===== config.mk =====
export PLATFORM = sky130hd
export DESIGN_NAME = control_unit_flat
export DESIGN_NICKNAME = d
export VERILOG_FILES = /design/src/rtl/control_unit_if.sv /design/src/rtl/control_unit.sv /design/src/flat_wrapper.sv
export SDC_FILE = /design/constraint.sdc
export NUM_CORES = 1
export LEC_CHECK = 0
export ABC_CLOCK_PERIOD_IN_PS = 1300
export BUFFER_PORTS_ARGS = -buffer_cell sky130_fd_sc_hd__buf_4
export CAP_MARGIN = 10
export CORE_MARGIN = 4
export CORE_UTILIZATION = 43
export CTS_CLUSTER_SIZE = 24
export DETAILED_ROUTE_END_ITERATION = 12
export PLACE_DENSITY = 0.77
export SLEW_MARGIN = 10
export SYNTH_ARGS = -nofsm -noshare
export SYNTH_HDL_FRONTEND = slang
export SYNTH_SLANG_ARGS = --single-unit

===== constraint.sdc =====
create_clock -name clk -period 1.3 [get_ports clk]
set_clock_uncertainty 0.1 [all_clocks]
set_input_delay 0.13 -clock clk [delete_from_list [all_inputs] [get_ports clk]]
set_output_delay 0.13 -clock clk [all_outputs]
set_load 0.005 [all_outputs]

===== src/rtl/control_unit_if.sv =====
// Memory handshake between the controller and external memory: request strobes
// travel out from the controller, mem_ready comes back when the access completes.
interface control_unit_if;
  logic mem_rd;
  logic mem_wr;
  logic mem_ready;

  modport master (
    output mem_rd,
    output mem_wr,
    input  mem_ready
  );

  modport slave (
    input  mem_rd,
    input  mem_wr,
    output mem_ready
  );
endinterface


===== src/rtl/control_unit.sv =====
// Hardwired multi-cycle controller for the 16-bit datapath: fetch/decode/execute
// sequencing and memory handshake. Define CU_MEM_TIMEOUT_EN for the wait-cycle watchdog.
module control_unit #(
  parameter int TIMEOUT = 16
) (
  input  logic                  clk,
  input  logic                  rst,
  control_unit_if.master        mem,
  input  logic [15:0]           ir,
  input  logic                  zin,
  input  logic                  sin,
  input  logic                  vin,
  input  logic                  cin,
  output logic                  lmar,
  output logic                  lpc,
  output logic                  lir,
  output logic                  lmdr,
  output logic                  ldx,
  output logic                  ldy,
  output logic                  tpc,
  output logic                  tp,
  output logic                  t2,
  output logic                  tmdr2x,
  output logic                  rmarx,
  output logic                  rmdri,
  output logic                  rdr,
  output logic                  wrr,
  output logic [2:0]            pa,
  output logic [2:0]            wpa,
  output logic [2:0]            fnsel,
  output logic [3:0]            flags,
  output logic                  halted,
  output logic                  illegal
`ifdef CU_MEM_TIMEOUT_EN
  ,
  output logic                  timeout
`endif
);

  typedef enum logic [4:0] {
    S_FETCH0, S_FETCH1, S_FETCH2, S_FETCH3, S_DECODE,
    S_EX0, S_EX1, S_EX2,
    S_L0, S_L1, S_L2, S_L3, S_L4,
    S_S0, S_S1, S_S2, S_S3, S_S4,
    S_B0, S_B1, S_HALT
  } state_e;

  typedef struct packed {
    logic       lmar;
    logic       lpc;
    logic       lir;
    logic       lmdr;
    logic       ldx;
    logic       ldy;
    logic       tpc;
    logic       tp;
    logic       t2;
    logic       tmdr2x;
    logic       rmarx;
    logic       rmdri;
    logic       rdr;
    logic       wrr;
    logic [2:0] pa;
    logic [2:0] wpa;
    logic [2:0] fnsel;
    logic       mem_rd;
    logic       mem_wr;
    logic       illegal;
    logic       halted;
  } ctl_t;

  localparam logic [3:0] OP_ADD = 4'h0;
  localparam logic [3:0] OP_SUB = 4'h1;
  localparam logic [3:0] OP_AND = 4'h2;
  localparam logic [3:0] OP_OR  = 4'h3;
  localparam logic [3:0] OP_LD  = 4'h4;
  localparam logic [3:0] OP_ST  = 4'h5;
  localparam logic [3:0] OP_BRZ = 4'h6;
  localparam logic [3:0] OP_JMP = 4'h7;
  localparam logic [3:0] OP_HLT = 4'hF;

  localparam logic [2:0] FN_ADD = 3'b100;

  if (TIMEOUT < 1 || TIMEOUT > 31) begin : g_bad_timeout
    $error("control_unit: TIMEOUT must lie in 1..31 to fit the 5-bit wait counter");
  end

  state_e     state_q, state_d;
  logic [3:0] flags_q, flags_d;
  ctl_t       ctl_c;
  ctl_t       ctl_o;

  logic [3:0] op;
  logic [2:0] rd, rs, rt;
  logic       unused_ir_lsb;

  assign op = ir[15:12];
  assign rd = ir[11:9];
  assign rs = ir[8:6];
  assign rt = ir[5:3];
  assign unused_ir_lsb = ^ir[2:0];

  logic wait_expired;

`ifdef CU_MEM_TIMEOUT_EN
  localparam logic [4:0] TO_LAST = 5'(TIMEOUT - 1);

  logic [4:0] cnt_q, cnt_d;
  logic       timeout_q, timeout_d;
  logic       in_wait;

  // The counter sits at zero outside the wait states, so it is clear on every entry.
  assign in_wait      = (state_q == S_FETCH3) || (state_q == S_L2) || (state_q == S_S4);
  assign cnt_d        = in_wait ? cnt_q + 5'd1 : 5'd0;
  assign wait_expired = in_wait && !mem.mem_ready && (cnt_q == TO_LAST);
  assign timeout_d    = timeout_q | wait_expired;

  always_ff @(posedge clk or negedge rst) begin
    if (!rst) begin
      cnt_q     <= '0;
      timeout_q <= 1'b0;
    end else begin
      cnt_q     <= cnt_d;
      timeout_q <= timeout_d;
    end
  end

  assign timeout = timeout_q;
`else
  assign wait_expired = 1'b0;
`endif

  always_ff @(posedge clk or negedge rst) begin
    if (!rst) begin
      state_q <= S_FETCH0;
      flags_q <= '0;
    end else begin
      state_q <= state_d;
      flags_q <= flags_d;
    end
  end

  always_comb begin
    state_d = state_q;
    flags_d = flags_q;
    ctl_c   = '0;

    unique case (state_q)
      S_FETCH0: begin
        ctl_c.tpc = 1'b1;
        ctl_c.ldy = 1'b1;
        state_d   = S_FETCH1;
      end
      S_FETCH1: begin
        ctl_c.lmar = 1'b1;
        ctl_c.t2   = 1'b1;
        ctl_c.ldx  = 1'b1;
        state_d    = S_FETCH2;
      end
      S_FETCH2: begin
        ctl_c.fnsel  = FN_ADD;
        ctl_c.lpc    = 1'b1;
        ctl_c.mem_rd = 1'b1;
        state_d      = S_FETCH3;
      end
      S_FETCH3: begin
        ctl_c.mem_rd = 1'b1;
        ctl_c.lir    = mem.mem_ready;
        if (mem.mem_ready) state_d = S_DECODE;
      end
      S_DECODE: begin
        case (op)
          OP_ADD, OP_SUB, OP_AND, OP_OR: state_d = S_EX0;
          OP_LD:  state_d = S_L0;
          OP_ST:  state_d = S_S0;
          OP_BRZ: state_d = flags_q[0] ? S_B0 : S_FETCH0;
          OP_JMP: state_d = S_B0;
          OP_HLT: state_d = S_HALT;
          default: begin
            ctl_c.illegal = 1'b1;
            state_d       = S_FETCH0;
          end
        endcase
      end
      S_EX0: begin
        ctl_c.pa  = rs;
        ctl_c.rdr = 1'b1;
        ctl_c.tp  = 1'b1;
        ctl_c.ldx = 1'b1;
        state_d   = S_EX1;
      end
      S_EX1: begin
        ctl_c.pa  = rt;
        ctl_c.rdr = 1'b1;
        ctl_c.tp  = 1'b1;
        ctl_c.ldy = 1'b1;
        state_d   = S_EX2;
      end
      S_EX2: begin
        // Opcodes 0000..0011 map straight onto ALU functions 100..111.
        ctl_c.fnsel = {1'b1, op[1:0]};
        ctl_c.wrr   = 1'b1;
        ctl_c.wpa   = rd;
        flags_d     = {cin, sin, vin, zin};
        state_d     = S_FETCH0;
      end
      S_L0, S_S0, S_B0: begin
        ctl_c.pa  = rs;
        ctl_c.rdr = 1'b1;
        ctl_c.tp  = 1'b1;
        ctl_c.ldy = 1'b1;
        if (state_q == S_L0)      state_d = S_L1;
        else if (state_q == S_S0) state_d = S_S1;
        else                      state_d = S_B1;
      end
      S_L1: begin
        ctl_c.lmar = 1'b1;
        state_d    = S_L2;
      end
      S_L2: begin
        ctl_c.mem_rd = 1'b1;
        ctl_c.rmarx  = mem.mem_ready;
        ctl_c.lmdr   = mem.mem_ready;
        if (mem.mem_ready) state_d = S_L3;
      end
      S_L3: begin
        ctl_c.tmdr2x = 1'b1;
        ctl_c.ldy    = 1'b1;
        state_d      = S_L4;
      end
      S_L4: begin
        ctl_c.wrr = 1'b1;
        ctl_c.wpa = rd;
        state_d   = S_FETCH0;
      end
      S_S1: begin
        ctl_c.lmar = 1'b1;
        state_d    = S_S2;
      end
      S_S2: begin
        ctl_c.pa  = rt;
        ctl_c.rdr = 1'b1;
        ctl_c.tp  = 1'b1;
        ctl_c.ldy = 1'b1;
        state_d   = S_S3;
      end
      S_S3: begin
        ctl_c.rmdri = 1'b1;
        ctl_c.lmdr  = 1'b1;
        state_d     = S_S4;
      end
      S_S4: begin
        ctl_c.mem_wr = 1'b1;
        if (mem.mem_ready) state_d = S_FETCH0;
      end
      S_B1: begin
        ctl_c.lpc = 1'b1;
        state_d   = S_FETCH0;
      end
      S_HALT: begin
        ctl_c.halted = 1'b1;
      end
      default: begin
        state_d = S_FETCH0;
      end
    endcase

    if (wait_expired) state_d = S_HALT;
  end

  // Reset also masks the decodes so memory requests drop without waiting for a clock.
  assign ctl_o = rst ? ctl_c : '0;

  assign lmar       = ctl_o.lmar;
  assign lpc        = ctl_o.lpc;
  assign lir        = ctl_o.lir;
  assign lmdr       = ctl_o.lmdr;
  assign ldx        = ctl_o.ldx;
  assign ldy        = ctl_o.ldy;
  assign tpc        = ctl_o.tpc;
  assign tp         = ctl_o.tp;
  assign t2         = ctl_o.t2;
  assign tmdr2x     = ctl_o.tmdr2x;
  assign rmarx      = ctl_o.rmarx;
  assign rmdri      = ctl_o.rmdri;
  assign rdr        = ctl_o.rdr;
  assign wrr        = ctl_o.wrr;
  assign pa         = ctl_o.pa;
  assign wpa        = ctl_o.wpa;
  assign fnsel      = ctl_o.fnsel;
  assign illegal    = ctl_o.illegal;
  assign halted     = ctl_o.halted;
  assign mem.mem_rd = ctl_o.mem_rd;
  assign mem.mem_wr = ctl_o.mem_wr;
  assign flags      = flags_q;

endmodule


===== src/flat_wrapper.sv =====
// flat-port wrapper written by rule: the top's interface ports become plain ports
module control_unit_flat 
#(
  parameter int TIMEOUT = 16
)
  (clk, rst, ir, zin, sin, vin, cin, lmar, lpc, lir, lmdr, ldx, ldy, tpc, tp, t2, tmdr2x, rmarx, rmdri, rdr, wrr, pa, wpa, fnsel, flags, halted, illegal, mem_mem_rd, mem_mem_wr, mem_mem_ready);
  control_unit_if mem_i ();
  input  logic clk;
  input  logic rst;
  input  logic [15:0] ir;
  input  logic zin;
  input  logic sin;
  input  logic vin;
  input  logic cin;
  output logic lmar;
  output logic lpc;
  output logic lir;
  output logic lmdr;
  output logic ldx;
  output logic ldy;
  output logic tpc;
  output logic tp;
  output logic t2;
  output logic tmdr2x;
  output logic rmarx;
  output logic rmdri;
  output logic rdr;
  output logic wrr;
  output logic [2:0] pa;
  output logic [2:0] wpa;
  output logic [2:0] fnsel;
  output logic [3:0] flags;
  output logic halted;
  output logic illegal;
  output wire logic [$bits(mem_i.mem_rd)-1:0] mem_mem_rd;
  output wire logic [$bits(mem_i.mem_wr)-1:0] mem_mem_wr;
  input wire logic [$bits(mem_i.mem_ready)-1:0] mem_mem_ready;
  assign mem_mem_rd = mem_i.mem_rd;
  assign mem_mem_wr = mem_i.mem_wr;
  assign mem_i.mem_ready = mem_mem_ready;
  control_unit #(.TIMEOUT(TIMEOUT)) u_core (.clk(clk), .rst(rst), .mem(mem_i), .ir(ir), .zin(zin), .sin(sin), .vin(vin), .cin(cin), .lmar(lmar), .lpc(lpc), .lir(lir), .lmdr(lmdr), .ldx(ldx), .ldy(ldy), .tpc(tpc), .tp(tp), .t2(t2), .tmdr2x(tmdr2x), .rmarx(rmarx), .rmdri(rmdri), .rdr(rdr), .wrr(wrr), .pa(pa), .wpa(wpa), .fnsel(fnsel), .flags(flags), .halted(halted), .illegal(illegal));
endmodule

* Word-level counts from Yosys, hierarchy flattened
Cells that the tools add are included.
** Operators by class
- Equal/unequal tests :: 31
- Mux-type cells :: 30
- Bitwise gates (word level) :: 1
- Reductions and logical operators :: 15
** Operators by type and width (count)
- 5-bit case mux with 16 select lines :: 1
- 5-bit by 4-bit == test with 1-bit output, second input constant :: 8
- 5-bit two-way mux :: 6
- 5-bit case mux with 6 select lines :: 1
- 27-bit two-way mux :: 1
- 5-bit == test, second input constant :: 5
- 5-bit by 3-bit == test with 1-bit output, second input constant :: 4
- 1-bit two-way mux :: 17
- 4-bit by 3-bit == test with 1-bit output, second input constant :: 4
- 3-bit case mux with 2 select lines :: 2
- 5-bit by 2-bit == test with 1-bit output, second input constant :: 2
- 3-bit OR reduction :: 3
- 9-bit OR reduction :: 1
- 4-bit by 2-bit == test with 1-bit output, second input constant :: 2
- 2-bit OR reduction :: 4
- 4-bit OR reduction :: 2
- 7-bit OR reduction :: 1
- 2-bit != test, second input constant :: 3
- 6-bit OR reduction :: 1
- 5-bit by 1-bit == test with 1-bit output, second input constant :: 1
- 5-bit logical NOT :: 1
- 4-bit by 1-bit == test with 1-bit output, second input constant :: 1
- 4-bit == test, second input constant :: 1
- 4-bit logical NOT :: 1
- other kinds (4) :: 4
** Word-level totals
- Bits in registers :: 9
- Output and inout bits :: 31
- Logic and storage cells :: 79

* Logic depth before layout (Yosys ltp)
Gate-level depths: netlist of run 1.
- Word-level depth :: 5
- Mapped depth :: 6

* Worst setup path after synthesis of run 1
No wires, ideal clock.
- Path kind :: reg2out
- Start :: register u_core.state_q[2]
- End :: output tp
- Data arrival time :: 1213 ps
- Data required time :: 1070 ps
- Path slack :: -143 ps
- Stages on the path, launching flop included :: 7
- Path buffers :: 3
- Cell sequence :: dfrtp_1 buf_6 buf_6 nor2_2 and3_1 o2bb2ai_1 buf_4
** Between the ends
- Cells in the longest elaborated chain, start to end :: 4
- Elaborated cells between the ends (all ways) :: 9
- Classes of those cells :: eq/ne (6); mux (2); reduce/logical (1)
** RTL lines
- start: declaration :: RTL line control_unit.sv:88 : state_e state_q, state_d;
- start signal: assignment :: RTL line control_unit.sv:138 : state_q <= state_d;
- 5-bit by 3-bit == test with 1-bit output, or another cell as far along :: RTL line control_unit.sv:148 : unique case (state_q)
- 6-bit OR reduction (no line) (*)
- 1-bit two-way mux (*) :: RTL line control_unit.sv:148
- 27-bit two-way mux (*) :: RTL line control_unit.sv:272 : assign ctl_o = rst ? ctl_c : '0;
- end: declaration :: RTL line flat_wrapper.sv:22 : output logic tp;
Every way passes the cells marked *; elsewhere a longest branch is shown, timed or not.

* Worst setup path in the final report of run 1
- Start :: register u_core.state_q[1]
- End :: output lmdr
** Between the ends
- Cells in the longest elaborated chain, start to end :: 3
- Elaborated cells between the ends (all ways) :: 4
- Classes of those cells :: eq/ne (2); mux (2)
** RTL lines
- 5-bit == test or 5-bit by 4-bit == test with 1-bit output (tied branches) :: RTL line control_unit.sv:148
- 1-bit case mux with 2 select lines (*) :: RTL line control_unit.sv:148
- 27-bit two-way mux (*) :: RTL line control_unit.sv:272
- end: declaration :: RTL line flat_wrapper.sv:18 : output logic lmdr;
Marks and branches as above.

==> flow_metrics.env, run 1 <==
export IMPL_crit_arrival_ns=1.73
export IMPL_path_cells="buf_6, nand3_1, nor2_1, a21oi_1, nor3_1, buf_4"
export IMPL_h_tree_depth=1
export IMPL_slowest_stage="dfrtp_2"
export IMPL_pwr_share_comb_pct=85.3
export IMPL_routedWlPerCell_um=22.1
export IMPL_p_int_uw=3180
export IMPL_hold_class="primary input to flip-flop"
export IMPL_layout_nets=274
export IMPL_p_sw_uw=2680
export IMPL_hpwl_mm=3.18
export IMPL_clockPowerShare_pct=4.1
export IMPL_grt_pass1_vias=1671
export IMPL_crit_path_max_fanout=7
export IMPL_grt_pass1_wl_mm=7.89
export IMPL_avgViaCountPerCell=6.39
export IMPL_dpl_instance_area_sq_mm=0.00183
export IMPL_wl_mm=6.22
export IMPL_finalPower_uw=5870
export IMPL_setup_ws_ns=-0.655
export IMPL_synth_area_sq_mm=0.00123
export IMPL_multi_input_area_sq_mm=0.00114
export IMPL_path_clk_slew_ns=0.07
export IMPL_grt_overflow=0
export IMPL_area_growth_pct=96.9
export IMPL_rsz0062_at_grt="yes"
export IMPL_ys_warn_count=0
export IMPL_synth_area_top_cells="dfrtp_1 18%, buf_6 6.4%, nor2_1 5.2%, mux2_2 4.6%, nand2_1 4.6%"
export IMPL_p_leak_uw=0.00109
export IMPL_die_area_sq_mm=0.00379
export IMPL_grt_max_degree=13
export IMPL_antenna_found_initial=0
export IMPL_synth_edf_count=0
export IMPL_dieWidth_um=61.5
export IMPL_seqPwrFrac_pct=10.6
export IMPL_whs_ns=0.104
export IMPL_clkSinkCount=9
export IMPL_cts_buffers_inserted=3
export IMPL_die_h_um=61.5
export IMPL_cts_tree="yes"
export IMPL_max_slew_margin_pct=82.4
export IMPL_drt_iter0_markers=166
export IMPL_seqCellArea_sq_um=230
export IMPL_fmax_mhz=511
export IMPL_rows=19
export IMPL_worst_pin_slew_ns=0.262
export IMPL_fin_cells=281
export IMPL_synth_top_area_cell="dfrtp_1"
export IMPL_yosysTopAreaCellShare_pct=18.3
export IMPL_fin_crit_ns=1.96
export IMPL_status="complete, but fails checks"
export IMPL_final_core_util_pct=88.0
export IMPL_drv_slew=0
export IMPL_initial_utilization_pct=44.7
export IMPL_ys_flop_type="dfrtp_1"
export IMPL_n_antenna_cell=0
export IMPL_cp_start_kind="flip-flop"
export IMPL_switching_share_pct=45.8
export IMPL_final_cell_area_sq_mm=0.00243
export IMPL_worstSetupPathType="flip-flop to output port"
export IMPL_synth_avg_cell_area_sq_um=8.11
export IMPL_yosysMostFrequentCell="nor2_1"
export IMPL_portBuffers=50
export IMPL_layout_drive_gt1_share_pct=69.2
export IMPL_fillers=114
export IMPL_ys_types=55
export IMPL_synthArstFlopShare_pct=100
export IMPL_dp_cells=251
export IMPL_cts_path_max_buffers=2
export IMPL_ir_worst_vdd_v=0.00194
export IMPL_p_per_area_mw_per_mm2=2420
export IMPL_syn_num_nets=175
export IMPL_finalHoldViolCount=0
export IMPL_synth_common_cells="17 x nor2_1, 15 x nand2_1, 10 x a21oi_1"
export IMPL_crit_path_end_kind="output port"
export IMPL_finalCritPeriodShare_pct=150
export IMPL_drc=0
export IMPL_pin_count=54
export IMPL_syn_inst=152
export IMPL_clock_root_buffer="clkbuf_4"
export IMPL_grtUsageTotal_pct=28.7
export IMPL_setup_viol=36
export IMPL_violations="negative setup slack"
export IMPL_core_region_area_sq_mm=0.00276
export IMPL_synth_seq_area_share_pct=18.3
export IMPL_vias=1796
export IMPL_drtAntennaViolNets=0
export IMPL_cpPeakStageDelay_ns=0.49
export IMPL_gp_congestion=0.964
export IMPL_dr_pass1_iters=5
export IMPL_insertion_delay_ns=0.28
export IMPL_critPathRequiredTime_ns=1.07
export IMPL_maxCapViolCount=0
export IMPL_synth_seq_cells=9
worst max-delay path, delay by kind of cell, from the launching register on:
family / cells / cell delay (ns)
simple gates: 3 / 0.56
flops: 1 / 0.49
buf+inv: 2 / 0.31
compound gates: 1 / 0.07
cells in the final DEF (no fill, tap or decap), drive strengths merged, types with 2 or more instances in the layout:
cell | netlist | layout
buf | 15 | 104
nor2 | 22 | 22
nand2 | 15 | 15
a21oi | 11 | 11
dfrtp | 9 | 9
nand3 | 7 | 7
nand2b | 7 | 7
nor3 | 7 | 7
dlygate4sd3 | 0 | 5
and3 | 5 | 5
mux2 | 5 | 5
o21ai | 4 | 4
and2 | 3 | 3
a32o | 3 | 3
clkbuf | 0 | 3
xnor2 | 3 | 3
a211oi | 3 | 3
nor3b | 2 | 2
nor4 | 2 | 2
o211ai | 2 | 2
inv | 2 | 2
or3 | 2 | 2
nand3b | 2 | 2
nor2b | 2 | 2
path summary, 6_finish.rpt:
kind | from | endpoint | slack, ns | cells past startpoint
max | u_core.state_q[1] | lmdr | -0.66 | 6
min | ir[14] | u_core.state_q[3] | 0.10 | 3
max reg2reg | u_core.state_q[2] | u_core.state_q[0] | -0.47 | 7
min reg2reg | u_core.flags[1] | u_core.flags[1] | 0.42 | 1
max in group asynchronous | rst | u_core.state_q[4] | 0.49 | 3
min in group asynchronous | rst | u_core.flags[0] | 0.22 | 2
per-layer routing:
metal  routed length [um]  vias to the layer above  track usage, %
met3                  552                       47            4.82
met2                 3030                      153            47.5
met4                  464                        0            18.5
met5                    0                        -               0
li1                     -                      748               -
met1                 2170                      848            33.9
cell families (layout without fill, tap and decap cells):
| kind of cell | count (synthesis) | after routing | synth area share (%) |
|---|---|---|---|
| XOR/XNOR | 4 | 4 | 3.45 |
| multiplexers | 5 | 5 | 4.57 |
| buffers and inverters | 17 | 115 | 11.5 |
| AND/OR/NAND/NOR | 80 | 80 | 37.9 |
| flip-flops | 9 | 9 | 18.3 |
| AO/OA/AOI/OAI | 37 | 37 | 24.4 |
final cells by class:
cell class,count,share of cell area (%)
multi-input cells,126,47.1
repair buffers,109,40.1
flip-flops and latches,9,9.49
well taps,31,1.60
clock buffers,3,0.928
inverters,2,0.619
clock inverters,1,0.206
timing repair:
action                                 4_1_cts  5_1_grt
buffers inserted                            15        8
setup endpoints to repair                   36       36
hold buffers                                 5        0
cloned                                       0        0
pin swaps                                   11       12
resized for setup                           42       44
endpoints found under the hold margin       13        0
registers in the layout, indices dropped and copies added, names as in the netlist:
signal	flops
u_core.flags	4
u_core.state_q	5
power by group through the flow:
stage / clock network [uW] / logic (uW) / registers (uW)
global route: 261 / 5200 / 633
finish: 241 / 5000 / 623
detailed placement: 0 / 3160 / 615
floorplan: 0 / 2130 / 488
global placement: 0 / 3070 / 606
CTS: 241 / 4000 / 602
per-stage QoR:
step                setup TNS [ns]  setup slack, ns
floorplan                    -1.24          -0.0822
global placement             -8.08           -0.293
detailed placement           -9.31           -0.356
CTS                         -15.02           -0.547
global route                -18.90           -0.714
finish                      -17.18           -0.655
Power figures use the tool's default switching activity.
==> run 2: changes to the inputs <==
ABC_AREA = 1   (was not set)
ABC_CLOCK_PERIOD_IN_PS = 2400   (was 1300)
CORE_UTILIZATION = 47   (was 43)
HOLD_SLACK_MARGIN = 0.12   (was not set)
PLACE_DENSITY = 0.85   (was 0.77)
clock period = 2.4 ns   (was 1.3 ns; I/O delays follow)
==> flow_metrics.env, run 2 <==
export IMPL_finalHoldViolCount=0
export IMPL_fillers=124
export IMPL_worstHoldStart="mem_mem_ready"
export IMPL_regMostFlops="u_core.state_q"
export IMPL_synth_avg_cell_area_sq_um=5.54
export IMPL_ys_warn_count=0
export IMPL_synth_area_top_cells="dfrtp_1 24%, nand2_1 20%, nor2_1 12%, inv_1 8.3%, a21oi_1 5.3%"
export IMPL_worst_pin_slew_ns=0.611
export IMPL_yosysTopAreaCellShare_pct=23.8
export IMPL_worst_hold_path_endpoint="u_core.state_q[1]"
export IMPL_drtAntennaViolNets=0
export IMPL_layout_drive_gt1_share_pct=31.0
export IMPL_synth_area_sq_um=947
export IMPL_crit_path_end_kind="output port"
export IMPL_routedWlPerCell_um=14.8
export IMPL_wl_mm=3.71
export IMPL_p_int_uw=647
export IMPL_synthArstFlopShare_pct=100
export IMPL_clkSinkCount=9
export IMPL_multi_input_area_sq_um=606
export IMPL_die_h_um=52.9
export IMPL_path_clk_slew_ns=0.07
export IMPL_setup_viol=0
export IMPL_area_growth_pct=48.7
export IMPL_grtUsageTotal_pct=28.8
export IMPL_maxCapViolCount=0
export IMPL_syn_inst=171
export IMPL_rsz0062_at_grt="no"
export IMPL_synth_common_cells="51 x nand2_1, 30 x nor2_1, 21 x inv_1"
export IMPL_max_slew_margin_pct=59.2
export IMPL_hold_class="primary input to flip-flop"
export IMPL_h_tree_depth=1
export IMPL_critPathRequiredTime_ns=2.06
export IMPL_grt_max_degree=21
export IMPL_final_common_cell="nand2_1"
export IMPL_clock_root_buffer="clkbuf_4"
export IMPL_fmax_mhz=459
export IMPL_route_top_layer_used="met4"
export IMPL_p_leak_uw=0.000797
export IMPL_finalCritPeriodShare_pct=90.8
export IMPL_avgViaCountPerCell=5.50
export IMPL_ir_worst_vdd_v=0.000682
export IMPL_rrSetupSlack_ns=0.73
export IMPL_synth_top_area_cell="dfrtp_1"
export IMPL_syn_num_nets=194
export IMPL_pwr_share_comb_pct=67.0
export IMPL_grt_overflow=0
export IMPL_finalPower_uw=1390
export IMPL_worstSetupPathType="flip-flop to output port"
export IMPL_mostFrequentLayoutCells="51 x nand2_1, 50 x buf_4, 30 x nor2_1, 21 x inv_1"
export IMPL_synth_seq_area_share_pct=23.8
export IMPL_grt_pass1_wl_mm=5.91
export IMPL_drt_iter0_markers=65
export IMPL_cts_tree="yes"
export IMPL_hold_path_cell_count=4
export IMPL_p_sw_uw=739
export IMPL_dpl_instance_area_sq_mm=0.00133
export IMPL_layout_nets=250
export IMPL_dieWidth_um=52.9
export IMPL_drv_slew=0
export IMPL_p_per_area_mw_per_mm2=984
export IMPL_seqPwrFrac_pct=23.9
export IMPL_initial_utilization_pct=52.0
export IMPL_rr_endpoint="u_core.state_q[0]"
export IMPL_status="finished, final reports clean"
export IMPL_rows=15
export IMPL_hpwl_mm=2.60
export IMPL_seqCellArea_sq_um=225
export IMPL_tns_ns=0
export IMPL_synth_edf_count=0
export IMPL_ys_types=22
export IMPL_whs_ns=0.136
export IMPL_core_region_area_sq_mm=0.00182
export IMPL_cts_path_max_buffers=2
export IMPL_switching_share_pct=53.3
export IMPL_crit_path_max_fanout=8
export IMPL_r2r_start="u_core.state_q[0]"
export IMPL_reg2regPathDepth=7
export IMPL_final_cell_area_sq_mm=0.00141
export IMPL_wl_met1_mm=1.33
export IMPL_cp_start_kind="flip-flop"
export IMPL_grt_pass1_vias=1310
export IMPL_n_antenna_cell=0
export IMPL_yosysMostFrequentCell="nand2_1"
export IMPL_met2_length_mm=1.95
export IMPL_post_cts_resize_count=0
export IMPL_clockPowerShare_pct=9.1
export IMPL_cts_buffers_inserted=3
export IMPL_fin_crit_ns=2.18
export IMPL_vias=1380
export IMPL_antenna_found_initial=0
export IMPL_largest_reg_flops=5
export IMPL_crit_arrival_ns=1.84
export IMPL_die_area_sq_mm=0.00280
export IMPL_synth_seq_cells=9
export IMPL_dr_pass1_iters=4
export IMPL_portBuffers=50
export IMPL_pin_count=54
export IMPL_insertion_delay_ns=0.28
export IMPL_drc=0
export IMPL_ys_flop_type="dfrtp_1"
export IMPL_wl_met3_um=304
export IMPL_gp_congestion=0.908
-- run 2: cell count changes after synthesis, sizes merged, moves of 4 or more --
cell / delta
and3: -5
buf: -13
inv: +23
mux2: -5
nand2: +38
nand2b: -7
nand3: +4
nor2: +15
-- run 2: worst max path at each step --
stage / slack [ns] / from / endpoint
final: 0.22 / u_core.state_q[0] / wpa[1]
after CTS: 0.29 / u_core.state_q[0] / pa[0]
after floorplan: 0.77 / u_core.state_q[3] / tp
after global routing: 0.08 / u_core.state_q[0] / pa[0]
after global placement: 0.61 / rst / wpa[0]
after detailed placement: 0.52 / rst / wpa[2]
-- run 2: layer usage --
metal,GRT usage [%],up-vias
met5,0,-
met4,10.2,0
met3,5.07,18
met2,54.1,93
met1,31.8,621
li1,-,648
-- run 2: repair_timing --
item / in CTS / in global routing
hold buffers: 5 / 0
endpoints found under the hold margin: 13 / 0
buffers inserted: 0 / 0
-- run 2: area by class of cell --
cell class	instances	share of cell area, %
multi-input cells	133	43.0
repair buffers	55	30.2
flip-flops and latches	9	16.0
inverters	25	6.66
well taps	25	2.22
clock buffers	3	1.60
clock inverters	1	0.355
-- run 2: power by group through the flow --
stage	combinational [uW]	sequential [uW]	clock (uW)
floorplan	571	291	0
global placement	863	311	0
detailed placement	882	321	0
CTS	897	318	127
global route	1020	343	133
finish	929	331	127
-- run 2: through the flow --
step,std cells,setup WS (ns),util (%)
6_report,251,0.220,77.4
5_1_grt,251,0.0799,77.4
4_1_cts,251,0.294,77.4
3_5_place_dp,242,0.519,73.1
3_3_place_gp,242,0.612,73.1
2_1_floorplan,171,0.774,-
-- run 2: kinds of logic (layout without fill, tap and decap cells) --
| group | after synthesis | after routing | synth area share (%) |
|---|---|---|---|
| flops | 9 | 9 | 23.8 |
| buf+inv | 29 | 84 | 12.3 |
| simple gates | 114 | 114 | 52.7 |
| compound gates | 19 | 19 | 11.2 |
-- run 2: worst max-delay path: stages (launching register included) --
cell and delay (ns):
dfrtp_1 0.53, nand2_1 0.15, nor2_2 0.18, inv_2 0.09
nor2_4 0.18, a21oi_1 0.16, nor2_1 0.15, buf_4 0.13
